==> src/rtl/aes_block_serializer_if.sv <==
// Block-in / word-out stream bundle for aes_block_serializer.
// The out_last signal exists only when AES_SER_LAST_EN is defined.
interface aes_block_serializer_if #(
  parameter int DATA_W = 128,
  parameter int WORD_W = 32
);
  localparam int NWORDS = DATA_W / WORD_W;
  localparam int IDX_W  = $clog2(NWORDS);

  logic              in_valid;
  logic              in_ready;
  logic [DATA_W-1:0] in_data;
  logic              out_valid;
  logic              out_ready;
  logic [WORD_W-1:0] out_data;
  logic [IDX_W-1:0]  word_idx;
  logic              busy;
`ifdef AES_SER_LAST_EN
  logic              out_last;
`endif

  modport master (
    output in_valid, in_data, out_ready,
    input  in_ready, out_valid, out_data, word_idx, busy
`ifdef AES_SER_LAST_EN
    , input out_last
`endif
  );

  modport slave (
    input  in_valid, in_data, out_ready,
    output in_ready, out_valid, out_data, word_idx, busy
`ifdef AES_SER_LAST_EN
    , output out_last
`endif
  );
endinterface

==> src/rtl/aes_block_serializer.sv <==
// Drains one DATA_W AES block into NWORDS WORD_W words over a valid/ready stream.
// Define AES_SER_LAST_EN to add the out_last marker on the final word of each block.
module aes_block_serializer #(
  parameter int DATA_W    = 128,
  parameter int WORD_W    = 32,
  parameter int MSW_FIRST = 1
) (
  input logic                   clk,
  input logic                   reset_n,
  aes_block_serializer_if.slave bus
);
  localparam int NWORDS = DATA_W / WORD_W;
  localparam int IDX_W  = $clog2(NWORDS);
  localparam logic [IDX_W-1:0] LAST_IDX = IDX_W'(NWORDS - 1);

  typedef enum logic {IDLE, SEND} state_t;

  state_t            state;
  logic [DATA_W-1:0] hold;
  logic [IDX_W-1:0]  idx;
  logic [WORD_W-1:0] data_q;
  logic              valid_q;
  logic              last_word;

  function automatic logic [WORD_W-1:0] word_of(input logic [DATA_W-1:0] blk,
                                                input logic [IDX_W-1:0]  i);
    int                base;
    logic [DATA_W-1:0] shifted;
    base    = (MSW_FIRST != 0) ? DATA_W - (int'(i) + 1) * WORD_W : int'(i) * WORD_W;
    shifted = blk >> base;
    return shifted[WORD_W-1:0];
  endfunction

  assign last_word = (idx == LAST_IDX);

  // A new block may be taken while the last word of the current one is being handed off.
  assign bus.in_ready  = reset_n && ((state == IDLE) ||
                                     ((state == SEND) && last_word && bus.out_ready));
  assign bus.out_valid = valid_q;
  assign bus.out_data  = data_q;
  assign bus.word_idx  = idx;
  assign bus.busy      = (state == SEND);
`ifdef AES_SER_LAST_EN
  assign bus.out_last  = valid_q && last_word;
`endif

  // The next word is preloaded into data_q on every handshake so out_data is always a register.
  always_ff @(posedge clk or negedge reset_n) begin
    if (!reset_n) begin
      state   <= IDLE;
      hold    <= '0;
      idx     <= '0;
      data_q  <= '0;
      valid_q <= 1'b0;
    end else begin
      case (state)
        IDLE: begin
          if (bus.in_valid) begin
            hold    <= bus.in_data;
            idx     <= '0;
            data_q  <= word_of(bus.in_data, IDX_W'(0));
            valid_q <= 1'b1;
            state   <= SEND;
          end
        end
        SEND: begin
          if (bus.out_ready) begin
            if (!last_word) begin
              idx    <= idx + IDX_W'(1);
              data_q <= word_of(hold, idx + IDX_W'(1));
            end else if (bus.in_valid) begin
              hold   <= bus.in_data;
              idx    <= '0;
              data_q <= word_of(bus.in_data, IDX_W'(0));
            end else begin
              idx     <= '0;
              data_q  <= '0;
              valid_q <= 1'b0;
              state   <= IDLE;
            end
          end
        end
      endcase
    end
  end
endmodule

==> src/flat_wrapper.sv <==
// flat-port wrapper written by rule: the top's interface ports become plain ports
module aes_block_serializer_flat 
#(
  parameter int DATA_W    = 128,
  parameter int WORD_W    = 32,
  parameter int MSW_FIRST = 1
)
  (clk, reset_n, bus_in_valid, bus_in_data, bus_out_ready, bus_in_ready, bus_out_valid, bus_out_data, bus_word_idx, bus_busy);
  aes_block_serializer_if #(.DATA_W(DATA_W), .WORD_W(WORD_W)) bus_i ();
  input logic clk;
  input logic reset_n;
  input wire logic [$bits(bus_i.in_valid)-1:0] bus_in_valid;
  input wire logic [$bits(bus_i.in_data)-1:0] bus_in_data;
  input wire logic [$bits(bus_i.out_ready)-1:0] bus_out_ready;
  output wire logic [$bits(bus_i.in_ready)-1:0] bus_in_ready;
  output wire logic [$bits(bus_i.out_valid)-1:0] bus_out_valid;
  output wire logic [$bits(bus_i.out_data)-1:0] bus_out_data;
  output wire logic [$bits(bus_i.word_idx)-1:0] bus_word_idx;
  output wire logic [$bits(bus_i.busy)-1:0] bus_busy;
  assign bus_i.in_valid = bus_in_valid;
  assign bus_i.in_data = bus_in_data;
  assign bus_i.out_ready = bus_out_ready;
  assign bus_in_ready = bus_i.in_ready;
  assign bus_out_valid = bus_i.out_valid;
  assign bus_out_data = bus_i.out_data;
  assign bus_word_idx = bus_i.word_idx;
  assign bus_busy = bus_i.busy;
  aes_block_serializer #(.DATA_W(DATA_W), .WORD_W(WORD_W), .MSW_FIRST(MSW_FIRST)) u_core (.clk(clk), .reset_n(reset_n), .bus(bus_i));
endmodule
==> config.mk <==
export PLATFORM = sky130hd
export DESIGN_NAME = aes_block_serializer_flat
export DESIGN_NICKNAME = d
export VERILOG_FILES = /design/src/rtl/aes_block_serializer_if.sv /design/src/rtl/aes_block_serializer.sv /design/src/flat_wrapper.sv
export SDC_FILE = /design/constraint.sdc
export NUM_CORES = 1
export LEC_CHECK = 0
export ABC_AREA = 1
export CORE_UTILIZATION = 51
export DETAILED_ROUTE_END_ITERATION = 10
export PLACE_DENSITY = 0.88
export SLEW_MARGIN = 20
export SYNTH_ARGS = -nofsm -noshare
export SYNTH_HDL_FRONTEND = slang
export SYNTH_SLANG_ARGS = --single-unit
==> constraint.sdc <==
create_clock -name clk -period 1.9 [get_ports clk]
set_input_delay 0.19 -clock clk [delete_from_list [all_inputs] [get_ports clk]]
set_output_delay 0.19 -clock clk [all_outputs]
set_load 0.01 [all_outputs]
==> flow_metrics.env, run 1 <==
export IMPL_firstDrtPassIters=5
export IMPL_p_clk_share_pct=20.0
export IMPL_setup_worst_path_class="reg -> out"
export IMPL_cp_max_fo=33
export IMPL_max_freq_ghz=0.5435
export IMPL_area_delta_synth_final_pct=31.41
export IMPL_cts_inserted_buffers=17
export IMPL_yosysTopAreaCell="dfrtp_1"
export IMPL_cts_setup_buffers=0
export IMPL_hold_violations=103
export IMPL_crit_path_max_incr_delay_ns=0.57
export IMPL_die_width_um=125.9
export IMPL_critPathArrivalTime_ns=1.65
export IMPL_min_period_ns=1.840
export IMPL_cts_hold_buf=0
export IMPL_antenna_found_initial=1
export IMPL_pwr_share_seq_pct=35.0
export IMPL_cts_sinks=164
export IMPL_switchingPower_w=0.007103
export IMPL_synth_seq_cells=164
export IMPL_fin_nets=1302
export IMPL_endpoint_kind="primary output"
export IMPL_maxSlewViolCount=0
export IMPL_outcome="finished, violations left"
export IMPL_crit_family="buffers and inverters"
export IMPL_fin_util_pct=69.78
export IMPL_die_area_um2=15860
export IMPL_netSwitchingFraction_pct=40.60
export IMPL_htreeDepth=4
export IMPL_cts_root_buf="clkbuf_16"
export IMPL_synth_cell_types=16
export IMPL_comb_power_share_pct=45.0
export IMPL_synth_area_per_cell_um2=7.577
export IMPL_ys_seq_area_share_pct=52.38
export IMPL_dpl_cell_area_um2=9672
export IMPL_path_buf_inv=2
export IMPL_path_clk_slew_ns=0.06
export IMPL_rsz0062_at_grt="no"
export IMPL_grt_pass1_wl_um=37060
export IMPL_power_density_nw_per_um2=1699
export IMPL_post_drt_wl_per_cell_um=16.99
export IMPL_crit_chain="buf_12, clkdlybuf4s50_1"
export IMPL_worstMarginPinSlew_ns=0.8530
export IMPL_num_rows=44
export IMPL_syn_inst=1034
export IMPL_ir_worst_vdd_mv=1.209
export IMPL_fin_tns_setup_ns=0
export IMPL_wirelength_um=23210
export IMPL_viasPerCell=5.669
export IMPL_core_area_um2=14750
export IMPL_overflow=0
export IMPL_cts_tree="yes"
export IMPL_slowest_stage="clkdlybuf4s50_1"
export IMPL_intPower_w=0.01039
export IMPL_fin_crit_sh_pct=96.84
export IMPL_start_util_pct=53.10
export IMPL_clk_path_buf_depth=2
export IMPL_fin_skew_ns=0.007357
export IMPL_fin_hold_ws_ns=-0.03780
export IMPL_grt_max_degree=165
export IMPL_port_buffers=168
export IMPL_die_y_um=125.9
export IMPL_ys_warn_count=0
export IMPL_ant_nets=0
export IMPL_p_leak_nw=5.177
export IMPL_drive_gt1_share_pct=5.415
export IMPL_cap_violations=0
export IMPL_n_antenna_cell=0
export IMPL_detail_route_iter0_violations=913
export IMPL_num_io_pins=169
export IMPL_grt_usage_pct=30.16
export IMPL_maxSlewHeadroom_pct=43.13
export IMPL_postLayoutCellArea_um2=10300
export IMPL_place_hpwl_um=14650
export IMPL_hp_class="in -> async"
export IMPL_vias=7744
export IMPL_synth_top_cell_area_share_pct=52.38
export IMPL_place_gp_congestion=0.8841
export IMPL_netlist_area_um2=7835
export IMPL_cp_start_kind="flip-flop"
export IMPL_cts_resized=1
export IMPL_crit_required_ns=1.71
export IMPL_synth_nets=1167
export IMPL_drcViolationCount=0
export IMPL_setup_viol=0
export IMPL_violations="negative hold slack"
export IMPL_grt_pass1_vias=7274
export IMPL_r2r_setup_slack_ns=0.15
export IMPL_synth_top_cells_by_area="dfrtp_1 (52%), nand2_1 (20%), nand3_1 (16%)"
export IMPL_clock_latency_ns=0.44
final timing paths:
check                                                   start                                   to  depth (start not counted)
max                        u_core.bus.word_idx[0]$_DFFE_PN0P_                      bus_word_idx[0]                          2
min                                                   reset_n          u_core.hold[11]$_DFFE_PN0P_                          2
max reg2reg                u_core.bus.word_idx[0]$_DFFE_PN0P_  u_core.bus.out_data[19]$_DFFE_PN0P_                          6
min reg2reg                       u_core.hold[38]$_DFFE_PN0P_          u_core.hold[38]$_DFFE_PN0P_                          2
max in group asynchronous                             reset_n   u_core.bus.word_idx[0]$_DFFE_PN0P_                          2
min in group clk                                 bus_in_valid            u_core.bus.busy$_DFF_PN0_                          3
cell type report:
class / count / area [um^2]
Fill cell: 1141 / 4458
Sequential cell: 164 / 4105
Multi-Input combinational cell: 750 / 3211
Timing Repair Buffer: 194 / 1999
Clock buffer: 21 / 460.4
Tap cell: 184 / 230.2
Inverter: 42 / 157.7
Clock inverter: 11 / 132.6
power groups by stage:
stage	registers (W)	logic [W]	clock network, W
global placement	0.00605	0.00734	0
CTS	0.00609	0.00778	0.00352
floorplan	0.00606	0.00455	0
global route	0.00628	0.00864	0.00365
detailed placement	0.00609	0.00761	0
finish	0.00612	0.00787	0.00350
sequential cells by signal, indices dropped and copies added, names as in the netlist:
name,cells
u_core.bus.out_data,32
u_core.bus.word_idx,2
u_core.bus.out_valid,1
u_core.hold,128
u_core.bus.busy,1
kinds of logic (layout without fill, tap and decap cells):
group	count (synthesis)	count (layout)	synth area share, %
AOI/OAI and AO/OA	40	40	2.587
adders and majority gates	1	1	0.1597
buffers and inverters	120	268	6.803
DFF	164	164	52.38
and+or+nand+nor	709	709	38.07
cell usage after synthesis:
| cell type | n |
|---|---|
| buf_2 | 30 |
| nor2_1 | 36 |
| a21oi_1 | 36 |
| buf_4 | 10 |
| buf_1 | 12 |
| buf_6 | 1 |
| inv_2 | 1 |
| nand2_1 | 418 |
| clkbuf_1 | 25 |
| a21boi_0 | 1 |
| ha_1 | 1 |
| nand3_1 | 253 |
| o21ai_0 | 3 |
| nand2_2 | 2 |
| dfrtp_1 | 164 |
| inv_1 | 41 |
layer usage:
metal | vias up | track usage, % | routed length (um)
met5 | - | 0 | 13
met4 | 2 | 14.25 | 811
met3 | 58 | 6.839 | 2141
met2 | 433 | 44.95 | 10560
met1 | 3665 | 41.96 | 9678
li1 | 3586 | - | -
metrics by stage:
stage / cells / setup WS, ns / power [W]
detailed placement: 1333 / 0.2055 / 0.01370
floorplan: 1034 / 0.3125 / 0.01061
CTS: 1366 / 0.06241 / 0.01739
finish: 1366 / 0.06013 / 0.01750
global route: 1366 / 0.03719 / 0.01856
global placement: 1333 / 0.2470 / 0.01338
cell usage in the layout, fill, tap and decap left out:
master and count:
a21oi_1 36, nand3_1 253, buf_12 8, nand2_1 417, dfrtp_1 163, buf_4 18
a21boi_0 1, bufinv_16 3, clkbuf_16 17, inv_2 2, ha_1 1, nor2_1 36
nand2_2 1, clkbuf_8 2, nand2_4 2, dfrtp_2 1, clkinvlp_4 1, bufbuf_16 1
inv_1 40, o21ai_0 3, clkdlybuf4s50_1 165, buf_6 1, dlygate4sd2_1 1, clkinv_2 7
clkbuf_1 2
Note: power is estimated with default switching activity, not from simulation.
==> run 2, diff against run 1 <==
==> constraint.sdc (replaced) <==
create_clock -name clk -period 2.1 [get_ports clk]
set_input_delay 0.21 -clock clk [delete_from_list [all_inputs] [get_ports clk]]
set_output_delay 0.21 -clock clk [all_outputs]
set_load 0.01 [all_outputs]
==> run 2 against run 1 <==
The run still ends with negative hold slack left; clock power fell by 13%; wire length fell by 2.0%; utilization fell by 0.27 points; via count fell by 1.2%; largest cell class unchanged; highest routed layer is now met4.
==> flow_metrics.env, run 2 (synthesized netlist as in run 1, its figures left out) <==
export IMPL_netSwitchingFraction_pct=40.62
export IMPL_worstMarginPinSlew_ns=0.8399
export IMPL_viasPerCell=5.620
export IMPL_largest_register="u_core.hold"
export IMPL_grt_max_degree=165
export IMPL_nFillCells=1136
export IMPL_cts_sinks=164
export IMPL_crit_path_max_incr_delay_ns=0.61
export IMPL_cp_max_fo=66
export IMPL_stdcell_count=1362
export IMPL_maxSlewViolCount=0
export IMPL_overflow=0
export IMPL_antenna_found_initial=0
export IMPL_area_delta_synth_final_pct=30.90
export IMPL_violations="negative hold slack"
export IMPL_final_common_cell="nand2_1"
export IMPL_drive_gt1_share_pct=5.093
export IMPL_vias=7654
export IMPL_switchingPower_w=0.006355
export IMPL_clock_latency_ns=0.43
export IMPL_grt_pass1_vias=7248
export IMPL_setup_worst_path_class="reg -> out"
export IMPL_wirelength_um=22740
export IMPL_clk_path_buf_depth=2
export IMPL_place_gp_congestion=0.8810
export IMPL_largest_reg_flops=128
export IMPL_cap_violations=0
export IMPL_htreeDepth=4
export IMPL_pwr_share_seq_pct=35.5
export IMPL_fin_skew_ns=0.007134
export IMPL_cts_root_buf="clkbuf_16"
export IMPL_cts_tree="yes"
export IMPL_register_area_um2=4105
export IMPL_outcome="finished, violations left"
export IMPL_port_buffers=168
export IMPL_cp_start_kind="flip-flop"
export IMPL_die_width_um=125.9
export IMPL_p_clk_share_pct=19.6
export IMPL_fin_crit_sh_pct=94.38
export IMPL_firstDrtPassIters=5
export IMPL_die_y_um=125.9
export IMPL_comb_power_share_pct=44.9
export IMPL_fin_hold_ws_ns=-0.02226
export IMPL_max_freq_ghz=0.5045
export IMPL_ant_nets=0
export IMPL_layout_common_cells="nand2_1 (417), nand3_1 (253), clkdlybuf4s50_1 (165)"
export IMPL_start_util_pct=53.10
export IMPL_intPower_w=0.009289
export IMPL_endpoint_kind="primary output"
export IMPL_power_density_nw_per_um2=1525
export IMPL_num_io_pins=169
export IMPL_rsz0062_at_grt="no"
export IMPL_fin_nets=1298
export IMPL_n_antenna_cell=0
export IMPL_grt_usage_pct=29.81
export IMPL_p_leak_nw=5.136
export IMPL_cts_inserted_buffers=17
export IMPL_critPathArrivalTime_ns=1.77
export IMPL_multiInputGateArea_um2=3213
export IMPL_placed_cells=1329
export IMPL_place_hpwl_um=14540
export IMPL_drcViolationCount=0
export IMPL_hp_class="in -> async"
export IMPL_setup_viol=0
export IMPL_hold_violations=62
export IMPL_path_clk_slew_ns=0.06
export IMPL_cts_hold_buf=0
export IMPL_finalPower_w=0.01564
export IMPL_ir_worst_vdd_mv=0.9946
export IMPL_fin_tns_setup_ns=0
export IMPL_crit_chain="buf_12, clkdlybuf4s50_1"
export IMPL_post_drt_wl_per_cell_um=16.70
export IMPL_grt_pass1_wl_um=36740
export IMPL_die_area_um2=15860
export IMPL_num_rows=44
export IMPL_min_period_ns=1.982
export IMPL_slowest_stage="clkdlybuf4s50_1"
export IMPL_crit_required_ns=1.89
export IMPL_detail_route_iter0_violations=1007
export IMPL_maxSlewHeadroom_pct=44.01
export IMPL_core_area_um2=14750
[run 2: cell count changes in the layout (fill, tap and decap cells not counted), sizes merged]
cell / change
bufinv: -1
bufbuf: -1
clkinvlp: +2
buf: -3
clkinv: -3
clkbuf: +2
[run 2: layer usage]
metal | global-route usage, % | up-vias | wire, um
met2 | 44.78 | 416 | 10340
met5 | 0 | - | 0
met4 | 14.39 | 0 | 768
li1 | - | 3576 | -
met3 | 6.032 | 60 | 2076
met1 | 41.55 | 3602 | 9552
[run 2: through the flow]
| stage | utilization, % | cell area [um^2] | worst slack, ns |
|---|---|---|---|
| floorplan | - | 7835 | 0.5125 |
| global placement | 65.52 | 9667 | 0.3570 |
| detailed placement | 65.52 | 9667 | 0.3174 |
| CTS | 69.51 | 10260 | 0.1392 |
| global route | 69.51 | 10260 | 0.1079 |
| finish | 69.51 | 10260 | 0.1180 |
[run 2: power groups by stage]
stage / Clock [W] / Combinational (W) / Sequential, W
after floorplan: 0 / 0.00411 / 0.00549
after global placement: 0 / 0.00665 / 0.00547
after detailed placement: 0 / 0.00685 / 0.00553
after CTS: 0.00308 / 0.00697 / 0.00552
after global routing: 0.00320 / 0.00781 / 0.00568
final: 0.00306 / 0.00703 / 0.00555
[run 2: critical path: cells and delay by family (launching register included)]
| family | cells | cell delay [ns] |
|---|---|---|
| buf+inv | 2 | 0.90 |
| flops | 1 | 0.39 |
[run 2: path summary, 6_finish.rpt]
kind                                                    start                             endpoint  slack, ns  depth (start not counted)
setup reg to reg           u_core.bus.word_idx[0]$_DFFE_PN0P_  u_core.bus.out_data[23]$_DFFE_PN0P_       0.30                          7
hold / removal                                        reset_n          u_core.hold[44]$_DFFE_PN0P_      -0.02                          2
hold reg to reg                   u_core.hold[50]$_DFFE_PN0P_          u_core.hold[50]$_DFFE_PN0P_       0.47                          2
setup / recovery           u_core.bus.word_idx[0]$_DFFE_PN0P_                      bus_word_idx[0]       0.12                          2
min in group clk                                 bus_in_valid            u_core.bus.busy$_DFF_PN0_       0.20                          3
max in group asynchronous                             reset_n   u_core.bus.word_idx[0]$_DFFE_PN0P_       1.50                          2
[run 2: cell type report]
type	instances	area share [%]
well taps	184	2.245
repair buffers	190	19.20
clock inverters	9	1.000
flip-flops and latches	164	40.03
multi-input cells	750	31.33
clock buffers	23	4.660
inverters	42	1.537
[run 2: repair_timing]
| action | 4_1_cts | 5_1_grt |
|---|---|---|
| buffers inserted | 1 | 0 |
| endpoints found under the setup margin | 1 | 0 |
| resized for setup | 2 | 0 |
==> run 3, diff against run 2 <==
--- a/config.mk
+++ b/config.mk
@@ -6,10 +6,11 @@
 export NUM_CORES = 1
 export LEC_CHECK = 0
 export ABC_AREA = 1
+export CORE_ASPECT_RATIO = 2
 export CORE_UTILIZATION = 51
 export DETAILED_ROUTE_END_ITERATION = 10
 export PLACE_DENSITY = 0.88
-export SLEW_MARGIN = 20
+export SLEW_MARGIN = 30
 export SYNTH_ARGS = -nofsm -noshare
 export SYNTH_HDL_FRONTEND = slang
 export SYNTH_SLANG_ARGS = --single-unit
==> run 3 against run 2 <==
The run now ends clean; largest cell class unchanged; die area up 0.19%; sequential power hardly changed; first-iteration DRC count down 39%; via count increased by 0.38%; utilization shrank 0.39 points; register-to-register slack improved by 0.04 ns; combinational power barely moved; wire length up 4.4%; clock power rose by 6%; critical path type unchanged.
==> flow_metrics.env, run 3 (synthesized netlist as in run 1, its figures left out) <==
export IMPL_outcome="finished, final reports clean"
export IMPL_viasPerCell=5.588
export IMPL_maxSlewHeadroom_pct=35.41
export IMPL_grt_busiest_layer="met2"
export IMPL_cap_violations=0
export IMPL_multiInputGateArea_um2=3211
export IMPL_hp_class="in -> reg"
export IMPL_crit_path_max_incr_delay_ns=0.61
export IMPL_netSwitchingFraction_pct=40.96
export IMPL_min_period_ns=1.957
export IMPL_cts_sinks=164
export IMPL_grt_max_degree=165
export IMPL_largest_register="u_core.hold"
export IMPL_cts_inserted_buffers=17
export IMPL_setup_worst_path_class="reg -> out"
export IMPL_detail_route_iter0_violations=618
export IMPL_switchingPower_w=0.006474
export IMPL_antenna_found_initial=0
export IMPL_worstMarginPinSlew_ns=0.9689
export IMPL_max_freq_ghz=0.5110
export IMPL_die_y_um=177.3
export IMPL_path_clk_slew_ns=0.06
export IMPL_comb_power_share_pct=44.4
export IMPL_fin_util_pct=69.12
export IMPL_fin_nets=1300
export IMPL_fin_crit_sh_pct=93.19
export IMPL_grt_pass1_wl_um=37090
export IMPL_num_rows=63
export IMPL_die_area_um2=15890
export IMPL_wirelength_um=23730
export IMPL_htreeDepth=4
export IMPL_cp_start_kind="flip-flop"
export IMPL_path_buf_inv=2
export IMPL_finalPower_w=0.01580
export IMPL_crit_chain="buf_6, clkdlybuf4s50_1"
export IMPL_final_common_cell="nand2_1"
export IMPL_endpoint_kind="primary output"
export IMPL_vias=7683
export IMPL_clk_path_buf_depth=2
export IMPL_port_buffers=168
export IMPL_cp_max_fo=40
export IMPL_post_drt_wl_per_cell_um=17.26
export IMPL_register_area_um2=4105
export IMPL_nFillCells=1155
export IMPL_maxSlewViolCount=0
export IMPL_n_antenna_cell=0
export IMPL_grt_util_met1_pct=34.31
export IMPL_pre_cts_slack_ns=0.3200
export IMPL_area_delta_synth_final_pct=31.43
export IMPL_p_clk_share_pct=20.4
export IMPL_cts_setup_buffers=0
export IMPL_slowest_stage="clkdlybuf4s50_1"
export IMPL_worst_slack_ns=0.1429
export IMPL_ir_worst_vdd_mv=0.9223
export IMPL_ant_nets=0
export IMPL_grt_pass1_vias=7492
export IMPL_crit_family="buffers and inverters"
export IMPL_firstDrtPassIters=6
export IMPL_place_hpwl_um=16070
export IMPL_intPower_w=0.009331
export IMPL_power_density_nw_per_um2=1535
export IMPL_cts_tree="yes"
export IMPL_die_width_um=89.65
export IMPL_cts_root_buf="clkbuf_16"
export IMPL_drcViolationCount=0
export IMPL_hold_violations=0
export IMPL_drive_gt1_share_pct=5.339
export IMPL_grt_usage_pct=31.54
export IMPL_p_leak_nw=5.152
export IMPL_core_area_um2=14900
export IMPL_critPathArrivalTime_ns=1.75
export IMPL_fin_skew_ns=0.01219
export IMPL_start_util_pct=52.59
export IMPL_clock_latency_ns=0.42
export IMPL_crit_required_ns=1.89
export IMPL_setup_viol=0
export IMPL_largest_reg_flops=128
export IMPL_rsz0062_at_grt="no"
export IMPL_fin_tns_setup_ns=0
export IMPL_use_met3_pct=4.384
export IMPL_use_met2_pct=54.07
export IMPL_layout_common_cells="nand2_1 (417), nand3_1 (253), clkdlybuf4s50_1 (165)"
export IMPL_place_gp_congestion=0.9237
export IMPL_num_io_pins=169
export IMPL_overflow=0
export IMPL_pwr_share_seq_pct=35.2
==> run 3: changes by cell type in the layout (fill, tap and decap cells not counted), sizes merged <==
| cell | previous run | this run |
|---|---|---|
| buf | 24 | 25 |
| bufinv | 2 | 3 |
| clkbuf | 23 | 18 |
| clkinv | 4 | 5 |
| dlygate4sd3 | 0 | 1 |
| inv | 42 | 45 |
==> run 3: path summary, 6_finish.rpt <==
kind,startpoint,endpoint,slack (ns),cells past startpoint
max,u_core.bus.word_idx[0]$_DFFE_PN0P_,bus_word_idx[0],0.14,2
min,bus_in_valid,u_core.bus.busy$_DFF_PN0_,0.16,3
max reg2reg,u_core.bus.word_idx[0]$_DFFE_PN0P_,u_core.bus.out_data[23]$_DFFE_PN0P_,0.34,7
min reg2reg,u_core.hold[44]$_DFFE_PN0P_,u_core.hold[44]$_DFFE_PN0P_,0.47,2
max in group asynchronous,reset_n,u_core.bus.word_idx[0]$_DFFE_PN0P_,0.88,3
min in group asynchronous,reset_n,u_core.bus.out_data[4]$_DFFE_PN0P_,0.39,3
==> run 3: cell type report <==
| class | instances | area share (%) |
|---|---|---|
| repair buffers | 192 | 19.09 |
| clock inverters | 14 | 1.701 |
| flip-flops and latches | 164 | 39.87 |
| clock buffers | 18 | 4.265 |
| well taps | 195 | 2.369 |
| multi-input cells | 750 | 31.18 |
| inverters | 42 | 1.531 |
==> run 3: metal layers <==
layer | share of wire (%) | routed length, um
met5 | 0 | 0
met4 | 7.4 | 1750
met3 | 5.8 | 1380
met2 | 53 | 12670
met1 | 33 | 7933
==> run 3: worst register-to-register path: stages (launching register included) <==
cell     delay, ns
dfrtp_2       0.43
ha_1          0.40
buf_12        0.22
inv_1         0.08
buf_4         0.20
nand3_1       0.11
nand3_1       0.11
a21oi_1       0.14
==> run 3: power groups by stage <==
stage	sequential [W]	combinational (W)	clock (W)
global placement	0.00552	0.00676	0
global route	0.00568	0.00782	0.00340
floorplan	0.00549	0.00411	0
detailed placement	0.00555	0.00698	0
CTS	0.00552	0.00703	0.00325
finish	0.00556	0.00702	0.00323
==> run 3: what timing repair did <==
action	CTS	global route
endpoints found under the hold margin	21	0
setup endpoints to repair	1	1
hold buffers	1	0
resized for setup	1	1
==> run 3: stage by stage <==
| step | std cells | hold WS [ns] | cell area, um^2 |
|---|---|---|---|
| finish | 1375 | 0.1551 | 10300 |
| global route | 1375 | 0.1584 | 10300 |
| CTS | 1375 | 0.1485 | 10290 |
| detailed placement | 1342 | 0.4291 | 9671 |
| global placement | 1342 | 0.4315 | 9671 |
| floorplan | 1034 | -0.08559 | 7835 |
